$ cat src/rtl/reg_unit_pkg.sv
// Shared register-unit definitions: register codes, move-sequencer states
// and the code-to-one-hot strobe decoder.
package reg_unit_pkg;

   typedef enum logic [2:0] {
      REG_A  = 3'd0,
      REG_B  = 3'd1,
      REG_C  = 3'd2,
      REG_D  = 3'd3,
      REG_M1 = 3'd4,
      REG_M2 = 3'd5,
      REG_X  = 3'd6,
      REG_Y  = 3'd7
   } reg_code_t;

   typedef enum logic [2:0] {
      ST_IDLE  = 3'd0,
      ST_SETUP = 3'd1,
      ST_LOAD  = 3'd2,
      ST_HOLD  = 3'd3,
      ST_DONE  = 3'd4
   } mov_state_t;

   // Bit n of the result is set for register code n.
   function automatic logic [7:0] onehot8(input reg_code_t code);
      logic [7:0] v;
      v       = 8'h00;
      v[code] = 1'b1;
      return v;
   endfunction

endpackage

$ cat src/rtl/reg_move_sequencer_if.sv
// Control bus between the instruction decoder (master) and the move
// sequencer (slave): request with operand codes in, strobes and status out.
interface reg_move_sequencer_if;
   import reg_unit_pkg::*;

   logic      req;
   reg_code_t src;
   reg_code_t dst;
   logic      busy;
   logic      done;
   logic [7:0] sel;
   logic [7:0] ld;

   modport master (output req, output src, output dst,
                   input  busy, input done, input sel, input ld);

   modport slave  (input  req, input src, input dst,
                   output busy, output done, output sel, output ld);

endinterface

$ cat src/rtl/phase_counter.sv
// Phase timer shared by all timed phases of the move: counts up from zero
// and flags when the count matches the terminal value of the current phase.
module phase_counter #(
   parameter int CNT_W = 4
) (
   input  logic             clk,
   input  logic             reset,
   input  logic             i_clr,
   input  logic [CNT_W-1:0] i_tc,
   output logic             o_tc
);

   logic [CNT_W-1:0] r_cnt;

   // Restart at zero on every phase entry, otherwise advance once per cycle.
   always_ff @(posedge clk or posedge reset) begin
      if (reset) begin
         r_cnt <= {CNT_W{1'b0}};
      end else if (i_clr) begin
         r_cnt <= {CNT_W{1'b0}};
      end else begin
         r_cnt <= r_cnt + CNT_W'(1'b1);
      end
   end

   assign o_tc = (r_cnt == i_tc);

endmodule

$ cat src/rtl/reg_move_sequencer.sv
// MOV8 sequencer: drives source select and destination load strobes of the
// register unit in the order select -> load -> drop load -> drop select.
// All strobes are registered and decoded from the next state so that they
// change exactly on the edge where the phase changes.
module reg_move_sequencer #(
   parameter int SEL_SETUP = 1,
   parameter int LD_WIDTH  = 2,
   parameter int SEL_HOLD  = 1,
   parameter int CNT_W     = 4
) (
   input logic                  clk,
   input logic                  reset,
   reg_move_sequencer_if.slave  io_mov
);
   import reg_unit_pkg::*;

   // A phase ends when the counter reaches its length minus one.
   localparam logic [CNT_W-1:0] TC_SETUP = CNT_W'(SEL_SETUP - 1);
   localparam logic [CNT_W-1:0] TC_LOAD  = CNT_W'(LD_WIDTH - 1);
   localparam logic [CNT_W-1:0] TC_HOLD  = CNT_W'(SEL_HOLD - 1);

   mov_state_t       r_state;
   mov_state_t       w_state_nxt;
   reg_code_t        r_src;
   reg_code_t        r_dst;
   reg_code_t        w_src_nxt;
   reg_code_t        w_dst_nxt;
   logic             w_tc;
   logic             w_cnt_clr;
   logic [CNT_W-1:0] w_tc_val;
   logic [7:0]       w_sel_nxt;
   logic [7:0]       w_ld_nxt;
   logic             w_busy_nxt;
   logic             w_done_nxt;
   logic [7:0]       r_sel;
   logic [7:0]       r_ld;
   logic             r_busy;
   logic             r_done;

   phase_counter #(.CNT_W(CNT_W)) u_phase_cnt (
      .clk   (clk),
      .reset (reset),
      .i_clr (w_cnt_clr),
      .i_tc  (w_tc_val),
      .o_tc  (w_tc)
   );

   // Pick the terminal count belonging to the phase currently running.
   always_comb begin
      w_tc_val = {CNT_W{1'b0}};
      case (r_state)
         ST_SETUP: w_tc_val = TC_SETUP;
         ST_LOAD:  w_tc_val = TC_LOAD;
         ST_HOLD:  w_tc_val = TC_HOLD;
         default:  w_tc_val = {CNT_W{1'b0}};
      endcase
   end

   // The counter is held at zero while idle and restarted on every transition.
   assign w_cnt_clr = (w_state_nxt != r_state) || (r_state == ST_IDLE);

   // Next-state logic; operands are captured only when a request is accepted.
   always_comb begin
      w_state_nxt = r_state;
      w_src_nxt   = r_src;
      w_dst_nxt   = r_dst;
      case (r_state)
         ST_IDLE: begin
            if (io_mov.req) begin
               w_state_nxt = ST_SETUP;
               w_src_nxt   = io_mov.src;
               w_dst_nxt   = io_mov.dst;
            end else begin
               w_state_nxt = ST_IDLE;
            end
         end
         ST_SETUP: begin
            if (w_tc) begin
               w_state_nxt = ST_LOAD;
            end else begin
               w_state_nxt = ST_SETUP;
            end
         end
         ST_LOAD: begin
            if (w_tc) begin
               w_state_nxt = ST_HOLD;
            end else begin
               w_state_nxt = ST_LOAD;
            end
         end
         ST_HOLD: begin
            if (w_tc) begin
               w_state_nxt = ST_DONE;
            end else begin
               w_state_nxt = ST_HOLD;
            end
         end
         ST_DONE: w_state_nxt = ST_IDLE;
         default: w_state_nxt = ST_IDLE;
      endcase
   end

   // Strobe decode for the coming cycle. When source equals destination the
   // select stays off so the idle bus (0x00) is loaded: a register clear.
   always_comb begin
      w_sel_nxt  = 8'h00;
      w_ld_nxt   = 8'h00;
      w_busy_nxt = 1'b0;
      w_done_nxt = 1'b0;
      case (w_state_nxt)
         ST_SETUP, ST_HOLD: begin
            w_busy_nxt = 1'b1;
            if (w_src_nxt != w_dst_nxt) begin
               w_sel_nxt = onehot8(w_src_nxt);
            end else begin
               w_sel_nxt = 8'h00;
            end
         end
         ST_LOAD: begin
            w_busy_nxt = 1'b1;
            w_ld_nxt   = onehot8(w_dst_nxt);
            if (w_src_nxt != w_dst_nxt) begin
               w_sel_nxt = onehot8(w_src_nxt);
            end else begin
               w_sel_nxt = 8'h00;
            end
         end
         ST_DONE: begin
            w_busy_nxt = 1'b1;
            w_done_nxt = 1'b1;
         end
         default: begin
            w_busy_nxt = 1'b0;
            w_done_nxt = 1'b0;
         end
      endcase
   end

   // FSM state and latched operand codes.
   always_ff @(posedge clk or posedge reset) begin
      if (reset) begin
         r_state <= ST_IDLE;
         r_src   <= REG_A;
         r_dst   <= REG_A;
      end else begin
         r_state <= w_state_nxt;
         r_src   <= w_src_nxt;
         r_dst   <= w_dst_nxt;
      end
   end

   // Output registers; reset clears every strobe immediately, abandoning a move.
   always_ff @(posedge clk or posedge reset) begin
      if (reset) begin
         r_sel  <= 8'h00;
         r_ld   <= 8'h00;
         r_busy <= 1'b0;
         r_done <= 1'b0;
      end else begin
         r_sel  <= w_sel_nxt;
         r_ld   <= w_ld_nxt;
         r_busy <= w_busy_nxt;
         r_done <= w_done_nxt;
      end
   end

   assign io_mov.sel  = r_sel;
   assign io_mov.ld   = r_ld;
   assign io_mov.busy = r_busy;
   assign io_mov.done = r_done;

endmodule

$ cat src/flat_wrapper.sv
// flat-port wrapper written by rule: the top's interface ports become plain ports
module reg_move_sequencer_flat import reg_unit_pkg::*;
#(
   parameter int SEL_SETUP = 1,
   parameter int LD_WIDTH  = 2,
   parameter int SEL_HOLD  = 1,
   parameter int CNT_W     = 4
)
  (clk, reset, io_mov_req, io_mov_src, io_mov_dst, io_mov_busy, io_mov_done, io_mov_sel, io_mov_ld);
  reg_move_sequencer_if io_mov_i ();
  input logic clk;
  input logic reset;
  input wire logic [$bits(io_mov_i.req)-1:0] io_mov_req;
  input wire logic [$bits(io_mov_i.src)-1:0] io_mov_src;
  input wire logic [$bits(io_mov_i.dst)-1:0] io_mov_dst;
  output wire logic [$bits(io_mov_i.busy)-1:0] io_mov_busy;
  output wire logic [$bits(io_mov_i.done)-1:0] io_mov_done;
  output wire logic [$bits(io_mov_i.sel)-1:0] io_mov_sel;
  output wire logic [$bits(io_mov_i.ld)-1:0] io_mov_ld;
  assign io_mov_i.req = io_mov_req;
  assign io_mov_i.src = io_mov_src;
  assign io_mov_i.dst = io_mov_dst;
  assign io_mov_busy = io_mov_i.busy;
  assign io_mov_done = io_mov_i.done;
  assign io_mov_sel = io_mov_i.sel;
  assign io_mov_ld = io_mov_i.ld;
  reg_move_sequencer #(.SEL_SETUP(SEL_SETUP), .LD_WIDTH(LD_WIDTH), .SEL_HOLD(SEL_HOLD), .CNT_W(CNT_W)) u_core (.clk(clk), .reset(reset), .io_mov(io_mov_i));
endmodule
$ cat config.mk
export PLATFORM = sky130hd
export DESIGN_NAME = reg_move_sequencer_flat
export DESIGN_NICKNAME = d
export VERILOG_FILES = /design/src/rtl/reg_unit_pkg.sv /design/src/rtl/reg_move_sequencer_if.sv /design/src/rtl/phase_counter.sv /design/src/rtl/reg_move_sequencer.sv /design/src/flat_wrapper.sv
export SDC_FILE = /design/constraint.sdc
export NUM_CORES = 1
export LEC_CHECK = 0
export BUFFER_PORTS_ARGS = -buffer_cell sky130_fd_sc_hd__buf_2
export CAP_MARGIN = 40
export CORE_MARGIN = 4
export CORE_UTILIZATION = 44
export CTS_CLUSTER_SIZE = 25
export DETAILED_ROUTE_END_ITERATION = 8
export GPL_ROUTABILITY_DRIVEN = 0
export PLACE_DENSITY = 0.77
export SLEW_MARGIN = 10
export SYNTH_ARGS = -nofsm -noshare
export SYNTH_HDL_FRONTEND = slang
export SYNTH_SLANG_ARGS = --single-unit
$ cat constraint.sdc
create_clock -name clk -period 2.11 [get_ports clk]
set_input_delay 0.211 -clock clk [delete_from_list [all_inputs] [get_ports clk]]
set_output_delay 0.211 -clock clk [all_outputs]
set_load 0.005 [all_outputs]
# == Yosys cells after proc, flatten, opt, wreduce, memory -nomap -nowiden ==
# Index checks and enable logic that the tools add are counted.
# word_totals
input_bits,9
output_inout_bits,18
reg_bits,31
# op_classes
magnitude_cmp,4
addsub,1
mux,20
n_reduce_logical,6
eq_ne,10
# ops
cell,count
$mux 8,3
$mux 3,5
$eq 3x2->1 const B,4
$pmux 3 s4,1
$lt 3x4->1 const B,2
$mux 1,7
$demux 1 s3,2
$eq 3x1->1 const B,2
$ge 3x1->1 const B,2
$ne 3x3->1,2
$add 4x1->4 const B,1
$eq 4x4->1,1
$mux 4,1
$reduce_or 4->1,1
$eq 3x3->1 const B,1
$logic_not 3->1,1
$reduce_or 3->1,1
$logic_and 1x1->1,2
$mux 2,1
$logic_or 1x1->1,1

# == Logic depth before layout (Yosys ltp) ==
# Gate-level depths: netlist of run 1.
# depth
ltp_word,8
mapped_depth,6

# == Hierarchy ==
# Synthesis of run 1 repeated with hierarchy kept, for this count alone.
# hier_totals
cells_unflattened,126
hier_area_um2,1420.1
# modules_own_cells
module,cells_each,seq_area_each_um2,area_each_um2,n_inst
reg_move_sequencer,107,675.6,1198.6,1
phase_counter,19,100.1,221.5,1

# == Worst setup path before layout of run 1 ==
# OpenSTA, ideal clock, no wires.
# synth_timing
path_kind,register -> register
from,reg u_core.r_state[0]
to,"reg u_core.r_sel[1], in the netlist u_core.io_mov.sel[1]"
path_stages_with_launch,6
path_slack_ns,0.498
arrival_ns,1.486
period_less_slack_ns,1.612
t_required_ns,1.984
setup_ns,0.126
path_cell_list,dfrtp_1 buf_6 or4b_4 and2_4 a32oi_4 nor2_1
# synth_via
elab_chain_len,8
elab_cells_between_ends,24
# synth_lines
item,line,source
from (decl),reg_move_sequencer.sv:22,mov_state_t r_state;
from (signal assigned),reg_move_sequencer.sv:146,r_state <= w_state_nxt;
$eq 3x2->1 or $logic_not 3->1 (tied branches),"reg_move_sequencer.sv:51, reg_move_sequencer.sv:67",
$mux 1 or $mux 3 (tied branches),"reg_move_sequencer.sv:51, reg_move_sequencer.sv:67",
"$eq 4x4->1, or another cell as far along",phase_counter.sv:26,assign o_tc = (r_cnt == i_tc);
"$mux 3, or another cell as far along",reg_move_sequencer.sv:92,if (w_tc) begin
$pmux 3 s4 or $mux 1 (tied branches),"reg_move_sequencer.sv:67, reg_unit_pkg.sv:28",
"$eq 3x1->1, or another cell as far along",reg_move_sequencer.sv:110,case (w_state_nxt)
$reduce_or 3->1 (no line) or $mux 8 (tied branches),-,
$mux 8 *,-,
net u_core.w_sel_nxt[1],reg_move_sequencer.sv:31,logic [7:0] w_sel_nxt;
to (signal assigned),reg_move_sequencer.sv:160,r_sel <= w_sel_nxt;
to (decl),reg_move_sequencer.sv:35,logic [7:0] r_sel;
# The timed path passes the listed nets; every way through them passes the cells marked *.

# == Worst setup path after layout of run 1 ==
# layout_timing
from,reg u_core.r_state[0]
to,"reg u_core.r_sel[3], in the netlist u_core.io_mov.sel[3]"
# The elaborated chain is that of the path after synthesis.

==> results of run 1 <==
-- worst min-delay path: cells and delay by family --
kind | cells | cell delay [ps]
and+or+nand+nor | 2 | 100
buffers and inverters | 1 | 140
-- worst max path at each step --
stage	start	end	slack (ps)
after floorplan	u_core.r_state[0]	u_core.io_mov.sel[1]	500
after global placement	u_core.r_state[0]	u_core.io_mov.sel[5]	390
after detailed placement	u_core.r_state[0]	u_core.io_mov.sel[3]	330
after CTS	u_core.r_state[0]	u_core.io_mov.sel[3]	320
after global routing	u_core.r_state[0]	u_core.io_mov.sel[2]	210
final	u_core.r_state[0]	u_core.io_mov.sel[3]	310
-- state kept, by name, summed over array words and instances (netlist names) --
name / count
u_core.io_mov.ld: 8
u_core.io_mov.sel: 8
u_core.u_phase_cnt.r_cnt: 4
u_core.r_dst: 3
u_core.r_src: 3
u_core.r_state: 3
u_core.io_mov.busy: 1
u_core.io_mov.done: 1
-- power breakdown --
group          internal (mW)  switching, mW
registers              0.783          0.192
logic                  0.437          0.533
clock network          0.196          0.183
total                   1.42          0.909
-- metrics by stage --
| step | util, % | cell area, um^2 | power (mW) | hold WS, ps | std cells |
|---|---|---|---|---|---|
| floorplan | - | 1460 | 1.72 | 315 | 136 |
| global placement | 52.1 | 1620 | 1.91 | 292 | 203 |
| detailed placement | 52.1 | 1620 | 1.95 | 312 | 203 |
| CTS | 54.6 | 1700 | 2.34 | 156 | 212 |
| global route | 54.6 | 1700 | 2.52 | 160 | 212 |
| finish | 54.6 | 1700 | 2.32 | 174 | 212 |
-- layout by cell type (no fill, tap or decap), types with 2 or more instances in the layout --
| cell | Yosys | layout |
|---|---|---|
| buf_4 | 1 | 2 |
| o21ai_1 | 6 | 6 |
| a31oi_1 | 5 | 5 |
| clkbuf_4 | 0 | 5 |
| nor3_2 | 3 | 3 |
| and3_1 | 2 | 2 |
| or3b_1 | 2 | 2 |
| nand2_1 | 10 | 10 |
| nor3b_1 | 6 | 6 |
| a21o_1 | 2 | 2 |
| clkbuf_8 | 0 | 2 |
| xnor2_1 | 8 | 8 |
| dfrtp_1 | 31 | 31 |
| inv_1 | 6 | 6 |
| buf_2 | 2 | 26 |
| nand3_1 | 3 | 3 |
| nor2_1 | 19 | 19 |
| mux2i_1 | 2 | 2 |
| or3_1 | 2 | 2 |
| nor3_1 | 9 | 9 |
-- layer usage --
metal / vias to the layer above / part of all wire [%] / GRT usage, %
li1: 530 / - / -
met1: 531 / 43 / 17.1
met2: 31 / 48 / 23.9
met3: 7 / 6.6 / 6.15
met4: 0 / 1.7 / 5.44
met5: - / 0 / 0
-- synthesized netlist by cell type --
| cell | number |
|---|---|
| nor2_1 | 19 |
| nor3_2 | 3 |
| mux2i_1 | 2 |
| a22oi_2 | 1 |
| buf_2 | 2 |
| ha_1 | 1 |
| or3b_1 | 2 |
| nand2b_1 | 1 |
| inv_1 | 6 |
| nor2b_1 | 1 |
| or4b_4 | 1 |
| xnor2_1 | 8 |
| or3_1 | 2 |
| nand3b_1 | 1 |
| nand3_1 | 3 |
| nand2_1 | 10 |
| and2_4 | 1 |
| a32oi_4 | 1 |
| buf_6 | 2 |
| dfrtp_1 | 31 |
| a31oi_1 | 5 |
| o21ai_0 | 1 |
| nor3b_1 | 6 |
| nor3_1 | 9 |
| buf_4 | 1 |
| a21o_1 | 2 |
| nor2_2 | 1 |
| a311oi_1 | 1 |
| o21ai_1 | 6 |
| and3_1 | 2 |
| xor2_1 | 1 |
| o32ai_1 | 1 |
| nor4b_4 | 1 |
| nor4b_1 | 1 |
-- timing repair --
item                                   in CTS  in global routing
endpoints found under the hold margin      31                  0
setup buffers                               0                  0
hold buffers                                1                  0
-- area by class of cell --
cell class | instances | share of cell area, %
well taps | 44 | 3.25
inverters | 6 | 1.33
multi-input cells | 94 | 36.5
flip-flops and latches | 31 | 45.8
repair buffers | 29 | 9.15
clock buffers | 8 | 4.06
-- kinds of logic after synthesis --
group | Yosys count | synth area share, %
and+or+nand+nor | 64 | 25.3
muxes | 2 | 1.37
AOI/OAI and AO/OA | 18 | 9.54
xor gates and xnor gates | 9 | 5.41
adders and majority gates | 1 | 0.859
buffers and inverters | 11 | 4.30
DFF | 31 | 53.3
==> run metrics, run 1 <==
CP max FO=14; maximum vdd ir drop=0.444 mV; Max Buffers Root-to-Sink=2; Crit path depth=4; CTS tree=built; antenna violations before repair=0; final wirelength=2.82 mm; Routed Antenna Nets=0; CP peak stage delay=680 ps; Hold Startpoint=io_mov_src[2]; P&R area growth vs syn=16.4%; first-pass GRT wire length=4.73 mm; R2R depth=4; Setup crit start kind=flop; gr usage total=14.6%; Core ar.=3100 um^2; Initial Utilization=46.9%; Worst Hold Path Cells=3; Setup TNS Final=0 ps; LEAKAGE=0.828 nW; Post-Syn Area=1460 um^2; clk slew on worst S/H paths=90 ps; root buffer cell=clkbuf_4; drt first pass iters=4; number of port buffers=26; Net Count, Synth=146; GR Overflow Total=0; worst slack at placement=329 ps; HPWL after DPL=2.12 mm; drt wl/cell=13.3 um; critical path arrival=2010 ps; Final Max Tran Viols=0; RSZ-0062 raised after global routing=no; reg2reg start=u_core.r_state[0]; WHS Endpoint=u_core.r_src[2]; Final Cycle Share=85.2%; Top delay family on crit path=simple AND/OR/NAND/NOR gates; I/O pin total=27; Syn Inst Count=136; reg2reg end=u_core.io_mov.sel[3]; Chip Height=65.5 um; DR iter-0 viols=47; CTS Buf Count=5; worst hold path type=input pin to flop; Avg Inst Size Synth=10.7 um^2; Die Width=65.5 um; synth top area cells=dfrtp_1, nor2_1, xnor2_1; Syn. warnings=0; CTS resizes=0; multi-input logic area=618 um^2; diodes inserted=0; CP endpoint kind=flop; Filler Cells Inserted=284; PwrDens=1370 nW/um^2; leading area contributor after synthesis=dfrtp_1; Slew HR=61.3%; top-area cell type share of the netlist area=53.3%; largest net degree at the start of global routing=32; run status=finished clean; cell row count=20; Max Freq=0.557 GHz; # DRC=0; Yosys reg bits=31; max cap viols=0; Worst Path Buf+Inv=0; CP Cell Sequence=or4b_4, and2_4, a32oi_4, nor2_1; Final Hold Vio Count=0; via count=1099; Least-Margin Pin Slew=577 ps; sequential cell area=776 um^2; H-Tree Depth=2; Die ar.=4290 um^2; critical path class=flop to flop; CP max-delay cell=or4b_4; clock latency on the worst-skew pair=320 ps; sequential share of the synthesized area=53.3%; Required @ worst endpoint=2320 ps; PnR worst setup slack=313 ps; # setup viols final=0; final clock skew=6.33 ps; worst reg-to-reg setup slack=310 ps; vias in the first global route=1044; Vias per Instance=5.18; layout cells sized above 1=26.2%; min Tclk post-route=1800 ps; nets=177; CTS Sinks=31; synth unique cells=34
No activity file was read; power rests on OpenSTA's default activity.
==> run 2: changes to the inputs <==
- MAX_ROUTING_LAYER: default -> met4
==> run 2 against run 1 <==
Against the previous run: routed wire length grew 0.18%; die area is the same; utilization is the same; register-to-register slack hardly changed; cell count stayed put; combinational power barely moved; clock power is essentially flat; critical endpoint unchanged; via count unchanged; non-clock buffer count is the same; clock-buffer cell count unchanged; first-iteration DRC count increased by 23%; clock skew increased by 0.54 ps.
==> run metrics, run 2 (synthesis results as in run 1) <==
CTS Sinks=31; worst reg-to-reg setup slack=310 ps; Top delay family on crit path=simple AND/OR/NAND/NOR gates; Die ar.=4290 um^2; largest net degree at the start of global routing=32; CP max FO=14; CP Cell Sequence=or4b_4, and2_4, a32oi_4, nor2_1; cts-stage hold buffer count=1; I/O pin total=27; Setup TNS Final=0 ps; Setup crit start kind=flop; max cap viols=0; Worst Path Buf+Inv=0; drt wl/cell=13.3 um; RSZ-0062 raised after global routing=no; Hold Startpoint=io_mov_src[2]; Least-Margin Pin Slew=571 ps; antenna violations before repair=0; maximum vdd ir drop=0.444 mV; post-placement cell area=1620 um^2; drt first pass iters=4; R2R depth=4; Required @ worst endpoint=2320 ps; clk slew on worst S/H paths=90 ps; vias in the first global route=1042; reg2reg start=u_core.r_state[0]; GR Overflow Total=0; H-Tree Depth=2; run status=finished clean; CTS resizes=0; reg2reg end=u_core.io_mov.sel[3]; CP endpoint kind=flop; PwrDens=1370 nW/um^2; LEAKAGE=0.828 nW; final wirelength=2.83 mm; Internal=1.42 mW; Routed Antenna Nets=0; worst slack at placement=329 ps; most common cell after layout, fill and taps aside=dfrtp_1; Worst Hold Path Cells=3; postcts setup bufs=0; clock latency on the worst-skew pair=320 ps; Core Util, Final=54.6%; P&R area growth vs syn=16.4%; PnR worst setup slack=310 ps; Core ar.=3100 um^2; DR iter-0 viols=58; diodes inserted=0; critical path class=flop to flop; layout cells sized above 1=26.2%; Die Width=65.5 um; multi-input logic area=618 um^2; Final Cycle Share=85.3%; # DRC=0; sequential cell area=776 um^2; root buffer cell=clkbuf_4; number of port buffers=26; Filler Cells Inserted=284; WHS Endpoint=u_core.r_src[2]; via count=1099; Vias per Instance=5.18; first-pass GRT wire length=4.74 mm; nets=177; CP peak stage delay=680 ps; final clock skew=6.88 ps; register share of total power=42.0%; min Tclk post-route=1800 ps; Clock power frac=16.3%; # setup viols final=0; gr usage total=15.1%; commonest cells after routing, fill and taps aside=dfrtp_1, buf_2, nor2_1; Max Freq=0.556 GHz; post-layout instance area=1700 um^2; worst hold path type=input pin to flop; Initial Utilization=46.9%; fraction of power spent switching nets=39.1%; Slew HR=61.7%; CP max-delay cell=or4b_4; CTS Buf Count=5; CTS tree=built; cell row count=20; Final Max Tran Viols=0; Chip Height=65.5 um; Final Hold Vio Count=0; Max Buffers Root-to-Sink=2; combinational power share=41.7%; net load switching power=910 uW; critical path arrival=2010 ps; HPWL after DPL=2.12 mm
run 2: cell counts in the layout (fill, tap and decap cells not counted):
No cell type changed its count.
run 2: per-layer routing:
| metal | vias up | part of all wire (%) | global-route usage [%] |
|---|---|---|---|
| met5 | - | 0 | - |
| met4 | 0 | 1.7 | 5.44 |
| met3 | 7 | 6.7 | 6.15 |
| met2 | 33 | 48 | 23.9 |
| met1 | 529 | 43 | 17.2 |
| li1 | 530 | - | - |
run 2: layout make-up:
class	instances	share of cell area, %
flip-flops and latches	31	45.8
multi-input cells	94	36.5
repair buffers	29	9.15
clock buffers	8	4.06
well taps	44	3.25
inverters	6	1.33
run 2: worst max-delay path by stage:
| stage | startpoint | endpoint | slack [ps] | depth (start not counted) |
|---|---|---|---|---|
| final | u_core.r_state[0] | u_core.io_mov.sel[3] | 310 | 4 |
| after global placement | u_core.r_state[0] | u_core.io_mov.sel[5] | 390 | 4 |
| after floorplan | u_core.r_state[0] | u_core.io_mov.sel[1] | 500 | 5 |
| after detailed placement | u_core.r_state[0] | u_core.io_mov.sel[3] | 330 | 4 |
| after CTS | u_core.r_state[0] | u_core.io_mov.sel[3] | 320 | 4 |
| after global routing | u_core.r_state[0] | u_core.io_mov.sel[2] | 210 | 5 |
run 2: worst min-delay path, stage by stage:
cell     delay, ps
buf_2          140
nand2_1         60
nand2_1         40
run 2: per-stage QoR:
step / instances / power (mW) / hold slack [ps]
2_1_floorplan: 136 / 1.72 / 315
3_3_place_gp: 203 / 1.91 / 292
3_5_place_dp: 203 / 1.95 / 312
4_1_cts: 212 / 2.34 / 156
5_1_grt: 212 / 2.52 / 160
6_report: 212 / 2.33 / 174
run 2: power by group through the flow:
stage               registers (mW)  clock network, mW  logic, mW
floorplan                    0.916                  0      0.799
global placement             0.967                  0      0.939
detailed placement           0.981                  0      0.970
CTS                          0.971              0.396      0.974
global route                  1.00              0.428       1.08
finish                       0.976              0.379      0.970
==> run 3: changes to the inputs <==
- ABC_AREA: default -> 1
==> run 3 against run 2 <==
Against the previous run: sequential power decreased by 11%; synthesized area decreased by 3.2%; routed wire length decreased by 9.2%; combinational power increased by 37%; clock skew increased by 3.1 ps; critical path depth increased by 2; setup slack got worse by 17 ps; clock power increased by 27%; first-iteration DRC count decreased by 52%; final area decreased by 0.44%.
==> run metrics, run 3 <==
Vias per Instance=4.49; CTS tree=built; Setup crit start kind=flop; drt first pass iters=4; largest net degree at the start of global routing=32; Die Width=64.6 um; maximum vdd ir drop=0.603 mV; HPWL after DPL=1.89 mm; multi-input logic area=548 um^2; CP max FO=9; root buffer cell=clkbuf_4; postcts setup bufs=0; Post-Layout Cell Count=243; critical path class=flop to flop; clk slew on worst S/H paths=100 ps; CTS Buf Count=5; I/O pin total=27; Least-Margin Pin Slew=378 ps; Top FF cell, synth=dfrtp_1; CTS Sinks=31; # setup viols final=0; combinational power share=49.6%; Hold Startpoint=io_mov_src[2]; Final Hold Vio Count=0; register share of total power=32.5%; Max Freq=0.550 GHz; commonest cells after routing, fill and taps aside=nand2_1, nor2_1, dfrtp_1; met2 global-route usage=19.5%; Post-synth EDFFs=0; nets=208; layout cells sized above 1=28.6%; asr flop ratio synth=100%; synth top area cells=dfrtp_1, nand2_1, nor2_1; cts-stage hold buffer count=1; Setup TNS Final=0 ps; Internal=1.50 mW; gr usage total=13.8%; max cap viols=0; run status=finished clean; top-area cell type share of the netlist area=55.0%; Avg Inst Size Synth=8.60 um^2; DR iter-0 viols=28; # DRC=0; synth unique cells=22; Post-synth top cells=nand2_1, nor2_1, dfrtp_1, inv_1, nand3_1; Slew HR=74.6%; sequential cell area=776 um^2; drt wl/cell=10.6 um; Final Cycle Share=86.1%; worst hold margin=158 ps; critical path arrival=2030 ps; met1 Use GR=17.4%; H-Tree Depth=2; GR Util met3=4.33%; Yosys reg bits=31; via count=1092; diodes inserted=0; Net Count, Synth=174; cell row count=20; Syn. warnings=0; GRT Max-Usage Layer=met2; CP endpoint kind=flop; Initial Utilization=46.2%; antenna violations before repair=0; final clock skew=9.99 ps; Syn Inst Count=164; leading area contributor after synthesis=dfrtp_1; Chip Height=64.6 um; most common cell after layout, fill and taps aside=nand2_1; sequential share of the synthesized area=55.0%; net load switching power=1.18 mW; final wirelength=2.57 mm; Max Buffers Root-to-Sink=2; worst setup path startpoint=u_core.u_phase_cnt.r_cnt[1]; Final Max Tran Viols=0; min Tclk post-route=1820 ps; CTS resizes=0; fraction of power spent switching nets=44.1%; Clock power frac=17.9%; vias in the first global route=959; Post-Syn Area=1410 um^2; GR Overflow Total=0; number of port buffers=26; placed cell count=234; Routed Antenna Nets=0; LEAKAGE=0.936 nW; PwrDens=1590 nW/um^2; first-pass GRT wire length=4.15 mm; Required @ worst endpoint=2330 ps; P&R area growth vs syn=19.7%; clock latency on the worst-skew pair=340 ps; Die ar.=4170 um^2; count leader, synth=nand2_1; worst hold path type=input pin to flop; reg2reg start=u_core.u_phase_cnt.r_cnt[1]; RSZ-0062 raised after global routing=no; Core ar.=3050 um^2; Filler Cells Inserted=283
-- run 3: cells by family (layout without fill, tap and decap cells) --
| family | after synthesis | after routing | share of synthesized area [%] |
|---|---|---|---|
| xor+xnor | 2 | 2 | 1.24 |
| compound gates | 9 | 9 | 4.52 |
| simple gates | 100 | 100 | 32.2 |
| flops | 31 | 31 | 55.0 |
| buf+inv | 21 | 56 | 6.12 |
| fa+ha+maj | 1 | 1 | 0.887 |
-- run 3: path summary, 6_finish.rpt --
path                                                     to  slack [ps]  depth (start not counted)
min in group asynchronous                 u_core.r_state[0]         480                          4
worst max register to register           u_core.io_mov.busy         290                          6
worst max-delay path                     u_core.io_mov.busy         290                          6
worst min-delay path                        u_core.r_src[2]         160                          3
max in group asynchronous                   u_core.r_dst[2]        1350                          4
worst min register to register  u_core.u_phase_cnt.r_cnt[0]         530                          1
-- run 3: power by group through the flow --
| stage | Sequential, mW | Combinational, mW | Clock, mW |
|---|---|---|---|
| floorplan | 0.894 | 1.02 | 0 |
| global placement | 0.882 | 1.31 | 0 |
| detailed placement | 0.883 | 1.33 | 0 |
| CTS | 0.872 | 1.34 | 0.494 |
| global route | 0.897 | 1.51 | 0.521 |
| finish | 0.871 | 1.33 | 0.481 |
-- run 3: critical path, stage by stage (launching register included) --
cell and delay, ps:
dfrtp_1 410, nor3_1 360, nand3_2 220, a21oi_2 280
nand2_2 120, nor2_4 210, o21ai_1 100
-- run 3: final cells by class --
type | count | area share (%)
clock buffers | 6 | 3.04
flip-flops and latches | 31 | 46.0
clock inverters | 2 | 2.08
multi-input cells | 112 | 32.5
well taps | 44 | 3.26
repair buffers | 28 | 8.75
inverters | 20 | 4.45
-- run 3: routing by layer --
layer / up-vias / share of wire, %
met3: 6 / 5.6
met5: - / 0
met1: 491 / 49
met2: 24 / 44
met4: 0 / 1.2
li1: 571 / -
-- run 3: through the flow --
stage	cell area [um^2]	setup slack (ps)	power [mW]	util, %
CTS	1690	294	2.71	55.3
global placement	1590	438	2.19	52.1
floorplan	1410	585	1.92	-
detailed placement	1590	337	2.22	52.1
finish	1690	293	2.68	55.3
global route	1690	175	2.93	55.3
